File: src/rtl/mall_door_decoder.sv
// -----------------------------------------------------------------------------
// mall_door_decoder
// Decodes the direction of a person passing a doorway guarded by two
// beam-break sensors (outer A, inner B). Each raw sensor is synchronized,
// debounced, and the filtered pair drives a crossing-sequence FSM that pulses
// enter / leave on a completed crossing, or timeout when a crossing stalls.
//
// Ports:
//   clock    - system clock, all state on rising edge
//   reset    - asynchronous active-low reset
//   sens_a   - raw outer sensor, 1 = blocked, asynchronous
//   sens_b   - raw inner sensor, 1 = blocked, asynchronous
//   enter    - one-cycle pulse per outer-to-inner crossing (registered)
//   leave    - one-cycle pulse per inner-to-outer crossing (registered)
//   timeout  - one-cycle pulse when a crossing stalls (registered)
//   busy     - high while the FSM is not in IDLE (registered)
// -----------------------------------------------------------------------------
module mall_door_decoder #(
  parameter int DEB_CYCLES     = 4,
  parameter int TIMEOUT_CYCLES = 255
) (
  input  logic clock,
  input  logic reset,
  input  logic sens_a,
  input  logic sens_b,
  output logic enter,
  output logic leave,
  output logic timeout,
  output logic busy
);

  typedef enum logic [2:0] {
    IDLE     = 3'd0,
    A1       = 3'd1,
    AB_IN    = 3'd2,
    B_IN     = 3'd3,
    B1       = 3'd4,
    AB_OUT   = 3'd5,
    A_OUT    = 3'd6,
    WAIT_CLR = 3'd7
  } state_t;

  localparam logic [3:0] DEB_LAST = 4'(DEB_CYCLES - 1);
  localparam logic [7:0] TMO_LAST = 8'(TIMEOUT_CYCLES - 1);

  // Bit 1 carries sensor A, bit 0 carries sensor B throughout.
  logic [1:0]      sync1_r;
  logic [1:0]      sync2_r;
  logic [1:0]      filt_r;
  logic [1:0]      filt_next_s;
  logic [1:0][3:0] cnt_r;
  logic [1:0][3:0] cnt_next_s;

  state_t          state_r;
  state_t          state_seq_s;
  state_t          state_next_s;
  logic [7:0]      timer_r;
  logic [7:0]      timer_next_s;
  logic            active_s;
  logic            enter_s;
  logic            leave_s;
  logic            timeout_s;
  logic            enter_r;
  logic            leave_r;
  logic            timeout_r;
  logic            busy_r;

  // Two-flop synchronizer for both raw sensors.
  always_ff @(posedge clock or negedge reset) begin
    if (!reset) begin
      sync1_r <= 2'b00;
      sync2_r <= 2'b00;
    end else begin
      sync1_r <= {sens_a, sens_b};
      sync2_r <= sync1_r;
    end
  end

  // Debounce next-state: count cycles of disagreement, flip the filtered
  // level on the DEB_CYCLES-th one. Any agreement restarts the count, so
  // glitches shorter than DEB_CYCLES never reach the filtered level.
  always_comb begin
    filt_next_s = filt_r;
    cnt_next_s  = '0;
    for (int i = 0; i < 2; i++) begin
      if (sync2_r[i] != filt_r[i]) begin
        if (cnt_r[i] == DEB_LAST) begin
          filt_next_s[i] = ~filt_r[i];
          cnt_next_s[i]  = 4'd0;
        end else begin
          filt_next_s[i] = filt_r[i];
          cnt_next_s[i]  = cnt_r[i] + 4'd1;
        end
      end else begin
        filt_next_s[i] = filt_r[i];
        cnt_next_s[i]  = 4'd0;
      end
    end
  end

  // Debounce state registers.
  always_ff @(posedge clock or negedge reset) begin
    if (!reset) begin
      filt_r <= 2'b00;
      cnt_r  <= '0;
    end else begin
      filt_r <= filt_next_s;
      cnt_r  <= cnt_next_s;
    end
  end

  // Sequence next-state. The FSM reacts to the filtered level being loaded
  // this edge, so the FSM and the filtered level update together and the
  // registered pulses appear in the same cycle the filtered edge does.
  always_comb begin
    state_seq_s = state_r;
    enter_s     = 1'b0;
    leave_s     = 1'b0;
    case (state_r)
      IDLE: begin
        case (filt_next_s)
          2'b10:   state_seq_s = A1;
          2'b01:   state_seq_s = B1;
          2'b11:   state_seq_s = WAIT_CLR;
          default: state_seq_s = IDLE;
        endcase
      end
      A1: begin
        case (filt_next_s)
          2'b11:   state_seq_s = AB_IN;
          2'b00:   state_seq_s = IDLE;
          2'b01:   state_seq_s = WAIT_CLR;
          default: state_seq_s = A1;
        endcase
      end
      AB_IN: begin
        case (filt_next_s)
          2'b01:   state_seq_s = B_IN;
          2'b10:   state_seq_s = A1;
          2'b00:   state_seq_s = WAIT_CLR;
          default: state_seq_s = AB_IN;
        endcase
      end
      B_IN: begin
        case (filt_next_s)
          2'b00: begin
            state_seq_s = IDLE;
            enter_s     = 1'b1;
          end
          2'b11:   state_seq_s = AB_IN;
          2'b10:   state_seq_s = WAIT_CLR;
          default: state_seq_s = B_IN;
        endcase
      end
      B1: begin
        case (filt_next_s)
          2'b11:   state_seq_s = AB_OUT;
          2'b00:   state_seq_s = IDLE;
          2'b10:   state_seq_s = WAIT_CLR;
          default: state_seq_s = B1;
        endcase
      end
      AB_OUT: begin
        case (filt_next_s)
          2'b10:   state_seq_s = A_OUT;
          2'b01:   state_seq_s = B1;
          2'b00:   state_seq_s = WAIT_CLR;
          default: state_seq_s = AB_OUT;
        endcase
      end
      A_OUT: begin
        case (filt_next_s)
          2'b00: begin
            state_seq_s = IDLE;
            leave_s     = 1'b1;
          end
          2'b11:   state_seq_s = AB_OUT;
          2'b01:   state_seq_s = WAIT_CLR;
          default: state_seq_s = A_OUT;
        endcase
      end
      WAIT_CLR: begin
        if (filt_next_s == 2'b00) begin
          state_seq_s = IDLE;
        end else begin
          state_seq_s = WAIT_CLR;
        end
      end
      default: state_seq_s = IDLE;
    endcase
  end

  // Timeout override: only fires when the sequence is not already moving,
  // so a completion (or any other transition) on the expiry cycle wins.
  always_comb begin
    active_s = (state_r != IDLE) && (state_r != WAIT_CLR);
    if (active_s && (state_seq_s == state_r) && (timer_r == TMO_LAST)) begin
      state_next_s = WAIT_CLR;
      timeout_s    = 1'b1;
    end else begin
      state_next_s = state_seq_s;
      timeout_s    = 1'b0;
    end
  end

  // Crossing timer: restarts on every state change, runs in sequence states.
  always_comb begin
    if (state_next_s != state_r) begin
      timer_next_s = 8'd0;
    end else if (active_s) begin
      timer_next_s = timer_r + 8'd1;
    end else begin
      timer_next_s = 8'd0;
    end
  end

  // FSM, timer and registered outputs.
  always_ff @(posedge clock or negedge reset) begin
    if (!reset) begin
      state_r   <= IDLE;
      timer_r   <= 8'd0;
      enter_r   <= 1'b0;
      leave_r   <= 1'b0;
      timeout_r <= 1'b0;
      busy_r    <= 1'b0;
    end else begin
      state_r   <= state_next_s;
      timer_r   <= timer_next_s;
      enter_r   <= enter_s;
      leave_r   <= leave_s;
      timeout_r <= timeout_s;
      busy_r    <= (state_next_s != IDLE);
    end
  end

  assign enter   = enter_r;
  assign leave   = leave_r;
  assign timeout = timeout_r;
  assign busy    = busy_r;

endmodule
File: config.mk
export PLATFORM = sky130hd
export DESIGN_NAME = mall_door_decoder
export DESIGN_NICKNAME = d
export VERILOG_FILES = /design/src/rtl/mall_door_decoder.sv
export SDC_FILE = /design/constraint.sdc
export NUM_CORES = 1
export LEC_CHECK = 0
export BUFFER_PORTS_ARGS = -buffer_cell sky130_fd_sc_hd__buf_2
export CORE_UTILIZATION = 60
export CTS_CLUSTER_DIAMETER = 200
export DETAILED_ROUTE_END_ITERATION = 8
export PLACE_DENSITY = 0.89
export SKIP_LAST_GASP = 1
export SLEW_MARGIN = 40
export SYNTH_ARGS = -nofsm -noshare
export SYNTH_HDL_FRONTEND = slang
export SYNTH_SLANG_ARGS = --single-unit
export TNS_END_PERCENT = 10
File: constraint.sdc
create_clock -name clock -period 3.4 [get_ports clock]
set_clock_uncertainty 0.15 [all_clocks]
set_input_delay 0.85 -clock clock [delete_from_list [all_inputs] [get_ports clock]]
set_output_delay 0.85 -clock clock [all_outputs]
set_load 0.005 [all_outputs]
After elaboration in Yosys (flattened, before gate mapping). Cells that the tools add are included.

Word-level logic and storage cells: 65. Flip-flop bits (word level): 29.

Reductions and logical operators: 7. $add $sub $neg: 3. Muxes and demuxes: 24. Equal/unequal tests: 18. Bitwise logic cells: 2.

Operators by type and width (count): $pmux 3 s3 (6); $pmux 3 s8 (1); $mux 4 (4); $mux 8 (2); $eq 3x3->1 const B (4); $add 4x1->4 const B (2); $add 8x1->8 const B (1); $eq 4x2->1 const B (2); $eq 8x8->1 const B (1); $mux 1 (8); $eq 3x2->1 const B (2); $mux 3 (2); $pmux 2 s3 (1); $reduce_bool 3->1 (2); $eq 2x2->1 const B (2); $eq 3x1->1 const B (1); $eq 3x3->1 (1); $logic_and 1x1->1 (3); $logic_not 3->1 (1); $ne 3x3->1 (1); $ne 3x3->1 const B (1); $eq 2x1->1 const B (1); $logic_not 2->1 (1); $ne 1x1->1 (2); $not 1->1 (2).

Depth between registers and ports, before layout.
Depth after elaboration: 12. Mapped depth: 11. Gate-level depth less buffers: 10.

Worst setup path after synthesis. No wires, ideal clock.

Kind: reg2reg. From: register cnt_r[0] in the netlist's numbering. To: register state_r[1]. Required time: 3155 ps. Slack: 643 ps. Period minus slack after synthesis: 2757 ps. Buffers on the path: 1. Cell stages (with the launch flop): 11. Arrival: 2511 ps. Path through: dfrtp_1 > ha_1 > or3b_4 > a21o_4 > inv_1 > ha_1 > o21ai_1 > and3_1 > buf_2 > nor2_1 > o31ai_1.

Longest elaborated chain between the ends: 10. Elaborated cells between the ends (all ways): 20. Those cells by class: 5 x eq/ne; 12 x mux; 3 x reduce/logical.

Ends and longest elaborated chain: start: declaration (RTL line 51) `logic [1:0][3:0] cnt_r;`; start signal: assignment (RTL line 108) `cnt_r <= cnt_next_s;`; $eq 4x2->1 * (RTL line 87) `if (cnt_r[i] == DEB_LAST) begin`; $mux 1 * (RTL line 87); $mux 1 * (RTL line 86) `if (sync2_r[i] != filt_r[i]) begin`; net filt_next_s[0] (RTL line 50) `logic [1:0] filt_next_s;`; $eq 2x1->1, or another cell as far along; $pmux 3 s3, or another cell as far along (RTL line 172) `case (filt_next_s)`; $pmux 3 s8 * (RTL line 119) `case (state_r)`; $eq 3x3->1 (RTL line 197) `if (active_s && (state_seq_s == state_r) && (timer_r == TMO_LAST)) begin`; $logic_and 1x1->1 (2 in series) (RTL line 197); $mux 3 * (RTL line 197); net state_next_s[1] (RTL line 56) `state_t state_next_s;`; end signal: assignment (RTL line 227) `state_r <= state_next_s;`; end: declaration (RTL line 54) `state_t state_r;`.

The timed path passes the listed nets; every way through them passes the cells marked *.

Worst setup path in the final report. Same ends and word-level chain as after synthesis.

==> results_dict.tcl <==
set metrics [dict create \
    outcome "complete, no violations" \
    critPathBufInv 1 \
    place_area_um2 1730 \
    cts_buffer_depth 2 \
    drive_gt1_frac 0.183 \
    num_antenna_cells 0 \
    hold_viol_final 0 \
    critPathMaxFanout 10 \
    fin_ws_ps 254 \
    syn-num-nets 176 \
    netlist_area_um2 1730 \
    dp.cells 192 \
    place_congestion 0.851 \
    die_w_um 55.7 \
    nNetsFinal 183 \
    io_pins 8 \
    cts_num_sinks 29 \
    grt_pass1_wl_mm 5.58 \
    grt_max_degree 30 \
    stdcell_count 200 \
    post-route-period-util 0.925 \
    grt.busiest_layer "met2" \
    timing.fmax_mhz 318 \
    drt-initial-drc-count 33 \
    synth_ff_type "dfrtp_1" \
    grt_antenna_before_repair 0 \
    post_cts_resized 0 \
    setup_tns_ps 0 \
    areaGrowthSynthToFinish_pct 3.90 \
    synth_top_area_cell "dfrtp_1" \
    cts_tree "built" \
    met1_usage 0.312 \
    synth_most_common_cell "dfrtp_1" \
    slew_viol_final 0 \
    timing.critical_path.mode_cell "ha_1" \
    cp_cell_sequence "ha_1 -> or3b_4 -> a21o_4 -> inv_1 -> ha_1 -> o21ai_1 -> and3_1 -> nor2_1 -> o31ai_1" \
    ys_warn_count 0 \
    cp.required_ps 3480 \
    initial_utilization 0.633 \
    ys_ff_latch 29 \
    synth_seq_area_share 0.419 \
    slew_headroom 0.563 \
    numCtsBuffers 5 \
    use_met2 0.360 \
    endpoint_kind "flop" \
    root_buffer "clkbuf_4" \
    port_buffers 7 \
    grt_pass1_vias 1226 \
    syn_avg_cell_area_um2 10.7 \
    power_density_nw_per_um2 903 \
    hold_path.class "flop to flop" \
    async_reset_ff_frac 1.00 \
    p_leak_nw 0.806 \
    first_pass_iters 4 \
    cellInternalPower_mw 0.882 \
    clkPwrFrac 0.144 \
    ctsHoldBuffers 0 \
    synth_common_cells "dfrtp_1, nor2_1, ha_1" \
    arrival_ps 3220 \
    core-area_um2 2730 \
    critPathKind "flop to flop" \
    fill_cells 205 \
    cpMaxStageDelayCell "and3_1" \
    seq_power_share 0.332 \
    grtUsageTotal 0.236 \
    design_area_um2 1800 \
    p_sw_frac 0.457 \
    rsz0062_at_grt "false" \
    avgViaCountPerCell 6.08 \
    p_switching_mw 0.742 \
    vias 1216 \
    slowest_delay_ps 450 \
    rows 19 \
    tightest_slew_ps 656 \
    overflow 0 \
    die_area_um2 3100 \
    yosysTopAreaCellShare 0.419 \
    cts_post_setup_buffers_inserted 0 \
    synth_cells 161 \
    setup_violations 0 \
    crit_family "simple AND/OR/NAND/NOR gates" \
    drc 0 \
    synth_edf_count 0 \
    cts.reportedPaths.clkPinSlew_ps 90 \
    wl_per_cell_um 16.0 \
    critPathLaunchType "flop" \
    ys_types 51 \
    routed_wl_mm 3.20 \
    dpl.hpwl_mm 2.30 \
    ctsHtreeMaxLevel 2 \
    maxCapViolCount 0 \
    pre_cts_slack_ps 318 \
    p_comb_frac 0.524 \
    use_met3 0.0721 \
    ir_drop_uv 638 \
    fin_crit_ps 3150 \
    antenna_left 0 \
    synth_area_leaders "dfrtp_1, ha_1, xor2_1, nor4_1, nor2_1" \
    die_h_um 55.7 \
    insertion_delay_ps 320 \
]
==> cell type report <==
cell class	count	area, um2	share of cell area
inverter	6	22.5	0.0125
timing repair buffer	7	35.0	0.0195
clock buffer	7	65.1	0.0362
sequential	29	726	0.404
tap	31	38.8	0.0216
clock inverter	1	5.00	0.00278
multi-input combinational	119	906	0.504
==> worst paths after layout <==
check	from	endpoint	slack, ps	depth (start not counted)
max	cnt_r[0]	state_r[1]	250	9
min	sync1_r[0]	sync2_r[0]	210	0
max reg2reg	cnt_r[0]	state_r[1]	250	9
min reg2reg	sync1_r[0]	sync2_r[0]	210	0
max in group asynchronous	reset	sync2_r[1]	2270	1
min in group asynchronous	reset	timer_r[7]	400	1
==> layer usage <==
metal / up-vias / routed length [um] / part of all wire
met3: 9 / 139 / 0.043
met4: 0 / 63 / 0.020
li1: 593 / - / -
met2: 28 / 1530 / 0.48
met5: - / 0 / 0
met1: 586 / 1460 / 0.46
==> sequential cells by signal, summed over array words and instances, names as in the netlist <==
| signal | cells |
|---|---|
| sync2_r | 2 |
| busy | 1 |
| enter | 1 |
| timer_r | 8 |
| sync1_r | 2 |
| filt_r | 2 |
| state_r | 3 |
| timeout | 1 |
| cnt_r | 8 |
| leave | 1 |
==> through the flow <==
step	util	power [mW]	hold WS [ps]
floorplan	-	1.25	181
global placement	0.632	1.31	184
detailed placement	0.632	1.38	192
CTS	0.658	1.62	208
global route	0.658	1.75	216
finish	0.658	1.62	209
==> worst register-to-register path, delay by kind of cell (launching register included) <==
family                     cells  cell delay (ps)
and+or+nand+nor                3              950
AOI/OAI and AO/OA              3              910
adders and majority gates      2              510
DFF                            1              390
buffers and inverters          1              150
==> layout by cell type, fill, tap and decap left out, drive strengths merged, types with 3 or more instances in the layout <==
cell type / instances
nand2b: 3
ha: 11
dfrtp: 29
clkbuf: 7
nor2b: 3
o31ai: 3
xnor2: 3
inv: 6
mux2i: 3
nand3: 7
nand2: 10
nor3: 3
and3: 3
nor2: 13
nor4: 8
xor2: 7
a21oi: 6
o21ai: 3
buf: 7
==> power groups by stage <==
| stage | sequential (mW) | clock [mW] | combinational, mW |
|---|---|---|---|
| after floorplan | 0.452 | 0 | 0.801 |
| after global placement | 0.532 | 0 | 0.779 |
| final | 0.539 | 0.234 | 0.851 |
| after detailed placement | 0.543 | 0 | 0.832 |
| after CTS | 0.536 | 0.242 | 0.841 |
| after global routing | 0.552 | 0.260 | 0.940 |
==> kinds of logic after synthesis <==
kind of cell | share of synthesized area
flops | 0.419
simple gates | 0.216
fa+ha+maj | 0.0795
buf+inv | 0.0571
mux | 0.0304
compound gates | 0.147
xor+xnor | 0.0506
No activity file was read; power rests on OpenSTA's default activity.
